--- src/rtl/writeback_if.sv ---
// Result-queue bundle between an execution producer and the register-file writeback port.
// Latency: pure wiring, no storage.
// Backpressure: res_ready from the unit gates the producer; wb_stall from the register files holds the head.
interface writeback_if #(
    parameter int DEPTH = 4
);
    localparam int CW = $clog2(DEPTH) + 1;

    logic          res_valid;
    logic          res_ready;
    logic [31:0]   res_data;
    logic [4:0]    res_dest;
    logic          res_is_float;
    logic          wb_stall;
    logic          flush;
    logic          reg_write;
    logic          float_write;
    logic [4:0]    rd;
    logic [4:0]    frd;
    logic [31:0]   write_data;
    logic [31:0]   busy_gpr;
    logic [31:0]   busy_fpr;
    logic [CW-1:0] count;

    // The writeback unit side.
    modport slave (
        input  res_valid, res_data, res_dest, res_is_float, wb_stall, flush,
        output res_ready, reg_write, float_write, rd, frd, write_data,
               busy_gpr, busy_fpr, count
    );

    // The producer / register-file side.
    modport master (
        output res_valid, res_data, res_dest, res_is_float, wb_stall, flush,
        input  res_ready, reg_write, float_write, rd, frd, write_data,
               busy_gpr, busy_fpr, count
    );
endinterface

--- src/rtl/writeback_unit.sv ---
// Queues execution results and commits them in order to the GPR or FP register file.
// Latency: 1 cycle enqueue-to-present (no bypass), commit on the following edge.
// Backpressure: res_ready drops when full or flushing; wb_stall freezes the head entry.
module writeback_unit #(
    parameter int DEPTH = 4
) (
    input  logic       clk,
    input  logic       rst_n,
    writeback_if.slave wb
);
    localparam int AW = $clog2(DEPTH);
    localparam int CW = AW + 1;

    logic [31:0]      data_q [DEPTH];
    logic [4:0]       dest_q [DEPTH];
    logic [DEPTH-1:0] flt_q;

    logic [AW-1:0] rd_ptr;
    logic [AW-1:0] wr_ptr;
    logic [CW-1:0] cnt;

    logic          not_empty;
    logic          full;
    logic          rdy;
    logic          push;
    logic          pop;
    logic          head_flt;
    logic [4:0]    head_dest;
    logic [AW-1:0] occ_off;
    logic [31:0]   busy_gpr_c;
    logic [31:0]   busy_fpr_c;

    assign not_empty = (cnt != '0);
    assign full      = (cnt == CW'(DEPTH));
    assign rdy       = !full && !wb.flush;
    assign push      = wb.res_valid && rdy;
    // Dest-0 GPR entries still pop: they are retired without a write.
    assign pop       = not_empty && !wb.wb_stall && !wb.flush;

    assign head_flt  = flt_q[rd_ptr];
    assign head_dest = dest_q[rd_ptr];

    assign wb.res_ready   = rdy;
    assign wb.count       = cnt;
    assign wb.write_data  = data_q[rd_ptr];
    assign wb.rd          = head_dest;
    assign wb.frd         = head_dest;
    assign wb.float_write = pop && head_flt;
    assign wb.reg_write   = pop && !head_flt && (head_dest != 5'd0);

    // Pointer and occupancy bookkeeping; flush beats any push or pop in the same cycle.
    always_ff @(posedge clk or negedge rst_n) begin
        if (!rst_n) begin
            rd_ptr <= '0;
            wr_ptr <= '0;
            cnt    <= '0;
        end else if (wb.flush) begin
            rd_ptr <= '0;
            wr_ptr <= '0;
            cnt    <= '0;
        end else begin
            if (push) wr_ptr <= wr_ptr + 1'b1;
            if (pop)  rd_ptr <= rd_ptr + 1'b1;
            case ({push, pop})
                2'b10:   cnt <= cnt + 1'b1;
                2'b01:   cnt <= cnt - 1'b1;
                default: cnt <= cnt;
            endcase
        end
    end

    // Entry storage; contents are only meaningful inside the occupied window, so no reset.
    always_ff @(posedge clk) begin
        if (push) begin
            data_q[wr_ptr] <= wb.res_data;
            dest_q[wr_ptr] <= wb.res_dest;
            flt_q[wr_ptr]  <= wb.res_is_float;
        end
    end

    // Scoreboard masks: scan every slot and keep those inside the [rd_ptr, rd_ptr+cnt) window.
    always_comb begin
        busy_gpr_c = '0;
        busy_fpr_c = '0;
        occ_off    = '0;
        for (int i = 0; i < DEPTH; i++) begin
            occ_off = AW'(i) - rd_ptr;
            if ({1'b0, occ_off} < cnt) begin
                if (flt_q[i]) busy_fpr_c[dest_q[i]] = 1'b1;
                else          busy_gpr_c[dest_q[i]] = 1'b1;
            end
        end
        // x0 is hardwired, so it is never a pending destination.
        busy_gpr_c[0] = 1'b0;
    end

    assign wb.busy_gpr = busy_gpr_c;
    assign wb.busy_fpr = busy_fpr_c;
endmodule

--- src/flat_wrapper.sv ---
// flat-port wrapper written by rule: the top's interface ports become plain ports
module writeback_unit_flat 
#(
    parameter int DEPTH = 4
)
  (clk, rst_n, wb_res_valid, wb_res_data, wb_res_dest, wb_res_is_float, wb_wb_stall, wb_flush, wb_res_ready, wb_reg_write, wb_float_write, wb_rd, wb_frd, wb_write_data, wb_busy_gpr, wb_busy_fpr, wb_count);
  writeback_if #(.DEPTH(DEPTH)) wb_i ();
  input  logic clk;
  input  logic rst_n;
  input wire logic [$bits(wb_i.res_valid)-1:0] wb_res_valid;
  input wire logic [$bits(wb_i.res_data)-1:0] wb_res_data;
  input wire logic [$bits(wb_i.res_dest)-1:0] wb_res_dest;
  input wire logic [$bits(wb_i.res_is_float)-1:0] wb_res_is_float;
  input wire logic [$bits(wb_i.wb_stall)-1:0] wb_wb_stall;
  input wire logic [$bits(wb_i.flush)-1:0] wb_flush;
  output wire logic [$bits(wb_i.res_ready)-1:0] wb_res_ready;
  output wire logic [$bits(wb_i.reg_write)-1:0] wb_reg_write;
  output wire logic [$bits(wb_i.float_write)-1:0] wb_float_write;
  output wire logic [$bits(wb_i.rd)-1:0] wb_rd;
  output wire logic [$bits(wb_i.frd)-1:0] wb_frd;
  output wire logic [$bits(wb_i.write_data)-1:0] wb_write_data;
  output wire logic [$bits(wb_i.busy_gpr)-1:0] wb_busy_gpr;
  output wire logic [$bits(wb_i.busy_fpr)-1:0] wb_busy_fpr;
  output wire logic [$bits(wb_i.count)-1:0] wb_count;
  assign wb_i.res_valid = wb_res_valid;
  assign wb_i.res_data = wb_res_data;
  assign wb_i.res_dest = wb_res_dest;
  assign wb_i.res_is_float = wb_res_is_float;
  assign wb_i.wb_stall = wb_wb_stall;
  assign wb_i.flush = wb_flush;
  assign wb_res_ready = wb_i.res_ready;
  assign wb_reg_write = wb_i.reg_write;
  assign wb_float_write = wb_i.float_write;
  assign wb_rd = wb_i.rd;
  assign wb_frd = wb_i.frd;
  assign wb_write_data = wb_i.write_data;
  assign wb_busy_gpr = wb_i.busy_gpr;
  assign wb_busy_fpr = wb_i.busy_fpr;
  assign wb_count = wb_i.count;
  writeback_unit #(.DEPTH(DEPTH)) u_core (.clk(clk), .rst_n(rst_n), .wb(wb_i));
endmodule
--- config.mk ---
export PLATFORM = sky130hd
export DESIGN_NAME = writeback_unit_flat
export DESIGN_NICKNAME = d
export VERILOG_FILES = /design/src/rtl/writeback_if.sv /design/src/rtl/writeback_unit.sv /design/src/flat_wrapper.sv
export SDC_FILE = /design/constraint.sdc
export NUM_CORES = 1
export LEC_CHECK = 0
export ABC_AREA = 1
export ABC_CLOCK_PERIOD_IN_PS = 7100
export BUFFER_PORTS_ARGS = -buffer_cell sky130_fd_sc_hd__clkbuf_2
export CAP_MARGIN = 5
export CORE_MARGIN = 4
export CORE_UTILIZATION = 55
export DETAILED_ROUTE_END_ITERATION = 6
export GPL_ROUTABILITY_DRIVEN = 0
export PLACE_DENSITY = 0.85
export SYNTH_ARGS = -nofsm -noshare
export SYNTH_HDL_FRONTEND = slang
export SYNTH_SLANG_ARGS = --single-unit
--- constraint.sdc ---
create_clock -name clk -period 7.1 [get_ports clk]
set_clock_uncertainty 0.1 [all_clocks]
set_input_delay 0.71 -clock clk [delete_from_list [all_inputs] [get_ports clk]]
set_output_delay 0.71 -clock clk [all_outputs]
set_load 0.05 [all_outputs]
==> reports/results.tsv, run 1 <==
metric	value	unit
Max-Cap Viols	0	
status	complete, but fails checks	
CTS buffer count	17	
drt first-iter violations	1215	
first-pass GRT wire length	38400	um
Post-CTS Setup Inserts	0	
proportion of layout cells with a drive suffix above 1	20.1	%
hold_buf cts	0	
largest net degree at the start of global routing	39	
async set-reset flop share out of synthesis	4.40	%
Final ANT Viol Nets	0	
Hold Crit Class	input pin to asynchronous set/reset pin	
Cell Pwr Density	361	nW/um^2
Row Count	45	
DP HPWL	16300	um
via density per instance	6.02	
YS warnings	0	
worst setup path start	u_core.rd_ptr[1]$_DFFE_PN0P_	
Worst slew margin	45.0	%
Tcrit/Tclk final	53.7	%
max frequency	0.262	GHz
CP Data Required Time	6290	ps
clock sink count	159	
Seq/Total Area, Yosys	55.2	%
cell mode on critical path	nand2_1	
grt total ovfl	0	
latest clock arrival within the worst-skew pair	410	ps
Avg WL per Cell	18.7	um
Overall Power	0.00362	W
# diodes	0	
final instance area	10000	sq um
core box area	15300	sq um
CP Class	register to output port	
Initial Util	56.3	%
die height	133	um
Tightest Pin Transition	824	ps
vias in the first global route	7386	
Final Hold Fails	0	
Cell variety after synth	33	
syn_nets	1015	
synthesized area per cell	8.91	sq um
total wire length	24800	um
setup TNS	0	ps
GRT Resource Usage Total	27.5	%
P_leak	4.03	nW
H-tree depth	4	
cell count after synthesis	963	
CP Launch Type	register	
initial antenna violation count	1	
Max stage delay on crit path	640	ps
nets	1152	
area post-placement	9450	sq um
clock root buffer	clkbuf_16	
final slew viol count	0	
CP max-delay cell	nor2_4	
RSZ-0062 raised after global routing	false	
#FFs+latches synth	159	
CP endpoint kind	output port	
crit-path cells	inv_1 > nand2_1 > nand2_1 > inv_1 > ha_1 > nand3_1 > nand2_2 > nor2_4 > nand2_1 > nand4_1 > clkbuf_2	
# resized after CTS	0	
failing checks	design-rule violations	
Worst R2R Start	u_core.wb.count[0]$_DFFE_PN0P_	
Pre-Repair DR Iteration Count	7	
Boundary Pins	155	
top_reg_cell synth	edfxtp_1	
number of enable flip-flop cells after synthesis	152	
Area Growth Syn to Fin	16.9	%
crit path DAT	3000	ps
Max Buffers Root-to-Sink	2	
Worst-path clk slew	60	ps
Mapped Area	8580	sq um
Die X	133	um
DIE AREA	17700	sq um
hold_ws	25.9	ps
vias	7977	
CTS tree	yes	
crit path max fanout	31	
setup violators final	0	
Final min period	3810	ps
Buffers on Ports	153	
Max VDD drop	0.321	mV
# DRC	4	
cell usage in the layout (no fill, tap or decap), drive strengths merged:
| cell type | instances |
|---|---|
| xnor2 | 1 |
| ha | 8 |
| nor3 | 10 |
| nand4 | 33 |
| nor2 | 166 |
| conb | 1 |
| a22oi | 64 |
| or2 | 3 |
| inv | 67 |
| edfxtp | 152 |
| clkbuf | 170 |
| nand3b | 2 |
| o21ai | 12 |
| nor4 | 2 |
| a21oi | 32 |
| fa | 1 |
| clkinvlp | 1 |
| o2111ai | 1 |
| dfrtp | 7 |
| nand3 | 92 |
| buf | 8 |
| clkinv | 7 |
| o22ai | 3 |
| nand2 | 268 |
| bufinv | 2 |
cell type report:
type	count	area [sq um]
timing repair buffer	161	826
inverter	62	233
clock inverter	15	158
sequential	159	4740
multi-input combinational	699	3380
clock buffer	17	425
fill	1194	5230
tap	211	264
state kept, by name (all words and copies together), names as in the netlist:
signal           flops
u_core.rd_ptr        2
u_core.flt_q         4
u_core.wr_ptr        2
u_core.wb.count      3
u_core.data_q      128
u_core.dest_q       20
Yosys cell counts, types with 4 or more instances:
cell type | number | area share [%]
a21oi_1 | 32 | 1.9
a22oi_1 | 64 | 5.6
buf_1 | 5 | 0.22
buf_2 | 12 | 0.70
buf_4 | 18 | 1.6
clkbuf_1 | 6 | 0.26
dfrtp_1 | 7 | 2.0
edfxtp_1 | 152 | 53
ha_1 | 8 | 1.2
inv_1 | 55 | 2.4
inv_2 | 7 | 0.31
nand2_1 | 265 | 12
nand3_1 | 88 | 5.1
nand4_1 | 33 | 2.4
nor2_1 | 157 | 6.9
nor2_2 | 4 | 0.29
nor2_4 | 5 | 0.66
nor3_1 | 9 | 0.52
o21ai_0 | 11 | 0.64
metrics by stage:
step / utilization, % / setup WS (ps) / instances
6_report: 65.7 / 3290 / 1324
3_3_place_gp: 61.9 / 3860 / 1292
3_5_place_dp: 61.9 / 3790 / 1292
4_1_cts: 65.7 / 3340 / 1324
5_1_grt: 65.7 / 3140 / 1324
2_1_floorplan: - / 3810 / 963
cells by family (layout without fill, tap and decap cells):
logic type / count (synthesis) / after routing / share of synthesized area, %
buffers and inverters: 105 / 255 / 5.73
xor gates and xnor gates: 1 / 1 / 0.102
adders and majority gates: 9 / 9 / 1.40
other: 1 / 1 / 0.0437
and+or+nand+nor: 576 / 576 / 29.0
AOI/OAI and AO/OA: 112 / 112 / 8.53
DFF: 159 / 159 / 55.2
critical path, delay by kind of cell, from the launching register on:
| kind | cells | cell delay, ps |
|---|---|---|
| adders and majority gates | 1 | 260 |
| buffers and inverters | 3 | 510 |
| DFF | 1 | 440 |
| and+or+nand+nor | 7 | 1370 |
power by group:
part           switching, W  internal [W]
Combinational       0.00130      0.000306
Sequential        0.0000449       0.00110
Clock              0.000358      0.000522
Total               0.00170       0.00192
per-layer routing:
metal  up-vias  wire [um]  global-route usage (%)
li1       3608          -                       -
met1      3611       8960                    35.0
met4         2        967                    12.0
met5         -         12                       0
met3       111       3380                    8.56
met2       645      11500                    43.7
worst paths after layout:
path	to	slack, ps	cells after the start
worst min-delay path	u_core.wb.count[0]$_DFFE_PN0P_	30	1
min in group clk	u_core.data_q[3][23]$_DFFE_PP_	410	1
worst min register to register	u_core.wb.count[1]$_DFFE_PN0P_	510	2
max in group asynchronous	u_core.rd_ptr[0]$_DFFE_PN0P_	6700	1
worst max-delay path	wb_busy_gpr[16]	3290	11
worst max register to register	u_core.wb.count[2]$_DFFE_PN0P_	4600	12
Note: power is estimated with default switching activity, not from simulation.
==> inputs of run 2 (changes only) <==
--- a/config.mk
+++ b/config.mk
@@ -6,7 +6,7 @@
 export NUM_CORES = 1
 export LEC_CHECK = 0
 export ABC_AREA = 1
-export ABC_CLOCK_PERIOD_IN_PS = 7100
+export ABC_CLOCK_PERIOD_IN_PS = 3760
 export BUFFER_PORTS_ARGS = -buffer_cell sky130_fd_sc_hd__clkbuf_2
 export CAP_MARGIN = 5
 export CORE_MARGIN = 4
==> constraint.sdc (replaced) <==
create_clock -name clk -period 3.76 [get_ports clk]
set_clock_uncertainty 0.1 [all_clocks]
set_input_delay 0.376 -clock clk [delete_from_list [all_inputs] [get_ports clk]]
set_output_delay 0.376 -clock clk [all_outputs]
set_load 0.05 [all_outputs]
==> run 2 against run 1 <==
- the flow now finishes without violations
- combinational power rose by 90%
- first-iteration DRC count rose by 3.2%
- setup slack got worse by 3000 ps
- die area did not move
- clock-buffer cell count rose by 2
- largest power group unchanged
- highest routed layer is now met4
==> reports/results.tsv, run 2 (synthesized netlist as in run 1, its figures left out) <==
metric	value	unit	change
first-pass GRT wire length	38000	um	-0.99%
worst setup path start	u_core.rd_ptr[1]$_DFFE_PN0P_		
CP Data Required Time	3280	ps	-3010 ps
crit path DAT	3020	ps	+20 ps
Final WS setup	265	ps	-3020 ps
Overall Power	0.00676	W	+87%
nets	1153		+0.087%
Multi-input gate area	3380	sq um	unchanged
initial antenna violation count	0		-1
Tightest Pin Transition	821	ps	-2.84 ps
Register Area	4740	sq um	unchanged
Final Hold Fails	0		unchanged
Final ANT Viol Nets	0		unchanged
core box area	15300	sq um	unchanged
Post-CTS Setup Inserts	0		unchanged
fillers	1202		+0.67%
Worst R2R Start	u_core.wb.count[0]$_DFFE_PN0P_		
Reg2Reg Depth	12		unchanged
RSZ-0062 raised after global routing	false		
via density per instance	6.03		about the same
DIE AREA	17700	sq um	unchanged
Buffers on Ports	153		unchanged
clock root buffer	clkbuf_16		
drt first-iter violations	1254		+3.2%
area post-placement	9450	sq um	unchanged
grt total ovfl	0		unchanged
Final min period	3490	ps	
Worst slew margin	45.2	%	+0.19 points
# DRC	0		-4
final slew viol count	0		unchanged
CTS buffer count	17		unchanged
vias in the first global route	7327		-0.80%
FF-to-FF setup slack	1300	ps	-3300 ps
Boundary Pins	155		unchanged
# diodes	0		unchanged
CP endpoint kind	output port		
most common cell after layout, fill and taps aside	nand2_1		
Avg WL per Cell	18.8	um	+0.36%
reg2reg end	u_core.wb.count[2]$_DFFE_PN0P_		
Initial Util	56.3	%	unchanged
die height	133	um	unchanged
CP Launch Type	register		
latest clock arrival within the worst-skew pair	420	ps	about the same
DP Worst Slack	813	ps	-2980 ps
final instance area	10000	sq um	-0.26%
max reg flops	128		unchanged
most frequent cells in the layout	nand2_1 (265), clkbuf_2 (153), nor2_1 (152), edfxtp_1 (152), nand3_1 (88)		
Tcrit/Tclk final	92.9	%	
# resized after CTS	0		unchanged
clock sink count	159		unchanged
Most flops, register	u_core.data_q		
crit path max fanout	32		+3.2%
Die X	133	um	unchanged
Max VDD drop	0.613	mV	+91%
max frequency	0.286	GHz	
Area Growth Syn to Fin	16.5	%	
setup violators final	0		unchanged
Hold Crit Class	input pin to register		
Max-Cap Viols	0		unchanged
largest net degree at the start of global routing	39		unchanged
status	completed		
proportion of layout cells with a drive suffix above 1	19.8	%	-0.29 points
CP Class	register to output port		
Cell Pwr Density	676	nW/um^2	+87%
Largest regs	u_core.data_q (128), u_core.dest_q (20), u_core.flt_q (4)		
setup TNS	0	ps	unchanged
GRT Resource Usage Total	27.2	%	-0.31 points
H-tree depth	4		unchanged
total wire length	24900	um	+0.44%
crit path to	wb_busy_fpr[13]		
Row Count	45		unchanged
vias	7988		+0.14%
Max Buffers Root-to-Sink	2		unchanged
DP HPWL	16400	um	+0.29%
CTS tree	yes		
P_leak	4.01	nW	-0.66%
Pre-Repair DR Iteration Count	7		unchanged
Worst-path clk slew	60	ps	about the same
[run 2: changes by cell type in the layout (fill, tap and decap cells not counted)]
cell / previous run / this run
clkinvlp_4: 1 / 4
dlygate4sd3_1: 0 / 1
inv_6: 4 / 2
clkbuf_1: 0 / 2
clkinv_4: 3 / 1
clkinv_2: 2 / 1
clkinv_1: 2 / 3
bufinv_16: 2 / 1
[run 2: worst min-delay path by stage]
stage | start | end | cells past startpoint
after floorplan | rst_n | u_core.rd_ptr[0]$_DFFE_PN0P_ | 0
final | wb_res_data[29] | u_core.data_q[2][29]$_DFFE_PP_ | 1
after detailed placement | rst_n | u_core.wb.count[0]$_DFFE_PN0P_ | 1
after global placement | rst_n | u_core.wb.count[0]$_DFFE_PN0P_ | 1
after CTS | wb_res_data[0] | u_core.data_q[2][0]$_DFFE_PP_ | 1
after global routing | wb_res_data[15] | u_core.data_q[0][15]$_DFFE_PP_ | 1
[run 2: area by class of cell]
class | instances | area share, %
Clock buffer | 19 | 4.33
Clock inverter | 13 | 1.14
Inverter | 62 | 2.33
Multi-Input combinational cell | 699 | 33.8
Sequential cell | 159 | 47.4
Tap cell | 211 | 2.64
Timing Repair Buffer | 162 | 8.36
[run 2: what timing repair did]
action / CTS / global route
hold buffers: 1 / 0
hold endpoints to repair: 7 / 0
endpoints found under the setup margin: 0 / 0
[run 2: per-layer routing]
metal  GRT usage [%]  share of wire (%)
met1            34.6                 37
met3            10.3                 13
met2            42.5                 46
met5               0                  0
met4            10.4                4.3
[run 2: worst max-delay path, cell delays in order, from the launching register on]
cell	delay, ps
dfrtp_1	450
inv_1	160
nand2_1	130
nand2_1	110
inv_1	60
ha_1	270
nand3_1	90
nand2_2	90
nor2_4	630
a22oi_1	170
nand2_1	150
clkbuf_2	290
[run 2: report_power, final]
group	internal, W	total (W)	switching, W
sequential	0.00207	0.00216	0.0000865
combinational	0.000578	0.00304	0.00246
clock	0.000910	0.00157	0.000656
total	0.00356	0.00676	0.00320
[run 2: through the flow]
step / hold slack (ps) / util, % / instances
after floorplan: -19.6 / - / 963
after global placement: 127 / 61.9 / 1292
after detailed placement: 129 / 61.9 / 1292
after CTS: 59.3 / 65.6 / 1325
after global routing: 54.0 / 65.6 / 1325
final: 71.8 / 65.6 / 1325
==> inputs of run 3 (changes only) <==
--- a/config.mk
+++ b/config.mk
@@ -14,6 +14,7 @@
 export DETAILED_ROUTE_END_ITERATION = 6
 export GPL_ROUTABILITY_DRIVEN = 0
 export PLACE_DENSITY = 0.85
+export RECOVER_POWER = 25
 export SYNTH_ARGS = -nofsm -noshare
 export SYNTH_HDL_FRONTEND = slang
 export SYNTH_SLANG_ARGS = --single-unit
==> run 3 against run 2 <==
- sequential share of layout area grew 0.15 points
- total power about the same
- global-route usage unchanged
- sequential power barely moved
- non-clock buffer count unchanged
- fmax grew 0.50%
- setup slack improved by 17 ps
- combinational power about the same
- highest routed layer unchanged
==> reports/results.tsv, run 3 (synthesized netlist as in run 1, its figures left out) <==
metric	value	unit	change
via density per instance	6.03		about the same
Psw	0.00321	W	+0.20%
DIE AREA	17700	sq um	unchanged
Max-Cap Viols	0		unchanged
Avg WL per Cell	18.9	um	+0.38%
crit-path cells	inv_1 > nand2_1 > nand2_1 > inv_1 > ha_1 > nand3_1 > nand2_2 > nor2_4 > a22oi_1 > nand2_1 > clkbuf_2		
Seq pwr share	31.9	%	about the same
cell mode on critical path	nand2_1		
setup TNS	0	ps	unchanged
core box area	15300	sq um	unchanged
Initial Util	56.3	%	unchanged
combinational share of power	44.9	%	about the same
HP Start	wb_res_data[4]		
Worst slew margin	46.3	%	+1.1 points
Area Growth Syn to Fin	16.2	%	
status	completed		
Crit path max-delay family	simple AND/OR/NAND/NOR gates		
Crit path buffers/inverters	3		unchanged
setup violators final	0		unchanged
fillers	1215		+1.1%
Max stage delay on crit path	620	ps	about the same
CP max-delay cell	nor2_4		
crit path max fanout	32		unchanged
Most flops, register	u_core.data_q		
CTS buffer count	17		unchanged
largest net degree at the start of global routing	39		unchanged
Largest regs	u_core.data_q (128), u_core.dest_q (20), u_core.flt_q (4)		
CP Launch Type	register		
CP Class	register to output port		
Max Buffers Root-to-Sink	2		unchanged
H-tree depth	4		unchanged
Pint	0.00355	W	-0.11%
Pre-Repair DR Iteration Count	7		unchanged
Final ANT Viol Nets	0		unchanged
Die X	133	um	unchanged
Worst-path clk slew	60	ps	about the same
Overall Power	0.00676	W	about the same
worst setup path start	u_core.rd_ptr[1]$_DFFE_PN0P_		
Tightest Pin Transition	804	ps	-16.6 ps
CTS tree	yes		
vias in the first global route	7327		unchanged
most frequent cells in the layout	nand2_1 (265), nor2_1 (152), edfxtp_1 (152)		
Cell Pwr Density	678	nW/um^2	+0.35%
# resized after CTS	0		unchanged
grt total ovfl	0		unchanged
total wire length	25000	um	+0.45%
vias	7993		+0.063%
Hold Crit Class	input pin to register		
clock sink count	159		unchanged
proportion of layout cells with a drive suffix above 1	17.4	%	-2.4 points
Tcrit/Tclk final	92.5	%	-0.46 points
Final Hold Fails	0		unchanged
# DRC	0		unchanged
max reg flops	128		unchanged
drt first-iter violations	1240		-1.1%
RSZ-0062 raised after global routing	false		
Placed Cells	1292		unchanged
CP endpoint kind	output port		
Final min period	3480	ps	-17.5 ps
FF-to-FF setup slack	1310	ps	about the same
switch share	47.5	%	+0.077 points
Row Count	45		unchanged
clock root buffer	clkbuf_16		
final slew viol count	0		unchanged
first-pass GRT wire length	38000	um	unchanged
initial antenna violation count	0		unchanged
Max VDD drop	0.614	mV	+0.11%
GRT Resource Usage Total	27.2	%	unchanged
die height	133	um	unchanged
nets	1153		unchanged
Worst R2R Start	u_core.wb.count[0]$_DFFE_PN0P_		
Finished Core Util	65.4	%	-0.20 points
P_leak	3.93	nW	-2.0%
Buffers on Ports	153		unchanged
max frequency	0.288	GHz	+0.50%
most common cell after layout, fill and taps aside	nand2_1		
crit path DAT	3000	ps	-20 ps
Post-CTS Setup Inserts	0		unchanged
DP HPWL	16400	um	unchanged
Clock Power Share	23.3	%	about the same
Boundary Pins	155		unchanged
CP Data Required Time	3280	ps	about the same
latest clock arrival within the worst-skew pair	420	ps	about the same
Finished Layout Cells	1326		+0.075%
[run 3: cell count changes in the layout (fill, tap and decap cells not counted), sizes merged]
| cell | previous run | this run |
|---|---|---|
| diode | 0 | 1 |
[run 3: worst register-to-register path, cell delays in order, from the launching register on]
cell,delay [ps]
dfrtp_1,490
nor2_1,90
nand2_1,90
nand3_1,420
nand2_1,240
inv_1,70
fa_1,370
xnor2_1,200
inv_1,70
nand2_1,60
nand2_1,40
nand2_1,60
nand2_1,40
[run 3: repair_timing]
item,4_1_cts,5_1_grt
endpoints found under the setup margin,0,0
hold endpoints to repair,7,0
hold buffers,1,0
[run 3: layout make-up]
class                      instances  area (sq um)  area share (%)
antenna                            1          2.50          0.0251
tap                              211           264            2.65
inverter                          62           233            2.33
clock buffer                      19           433            4.34
clock inverter                    13           114            1.14
multi-input combinational        699          3380            33.9
timing repair buffer             162           802            8.04
sequential                       159          4740            47.5
[run 3: power by group through the flow]
| stage | sequential (W) | clock, W | combinational, W |
|---|---|---|---|
| floorplan | 0.00222 | 0 | 0.00232 |
| global placement | 0.00218 | 0 | 0.00295 |
| detailed placement | 0.00219 | 0 | 0.00298 |
| CTS | 0.00215 | 0.00159 | 0.00299 |
| global route | 0.00217 | 0.00168 | 0.00318 |
| finish | 0.00216 | 0.00157 | 0.00303 |
[run 3: worst paths after layout]
path | endpoint | depth (start not counted)
max in group asynchronous | u_core.rd_ptr[1]$_DFFE_PN0P_ | 2
max reg2reg | u_core.wb.count[2]$_DFFE_PN0P_ | 12
min | u_core.data_q[1][4]$_DFFE_PP_ | 1
max | wb_busy_fpr[13] | 11
min reg2reg | u_core.wb.count[1]$_DFFE_PN0P_ | 2
min in group asynchronous | u_core.wb.count[0]$_DFFE_PN0P_ | 2
[run 3: per-layer routing]
metal	vias to the layer above	GRT usage [%]	part of all wire [%]
met5	-	0	0
met1	3605	34.6	36
met4	0	10.4	4.3
li1	3620	-	-
met2	646	42.5	46
met3	122	10.3	14
[run 3: stage by stage]
| step | area [sq um] | setup WS (ps) | hold WS [ps] |
|---|---|---|---|
| 2_1_floorplan | 8580 | 468 | -19.6 |
| 3_3_place_gp | 9450 | 880 | 127 |
| 3_5_place_dp | 9450 | 813 | 129 |
| 4_1_cts | 10000 | 363 | 59.3 |
| 5_1_grt | 9970 | 103 | 83.4 |
| 6_report | 9970 | 283 | 84.4 |
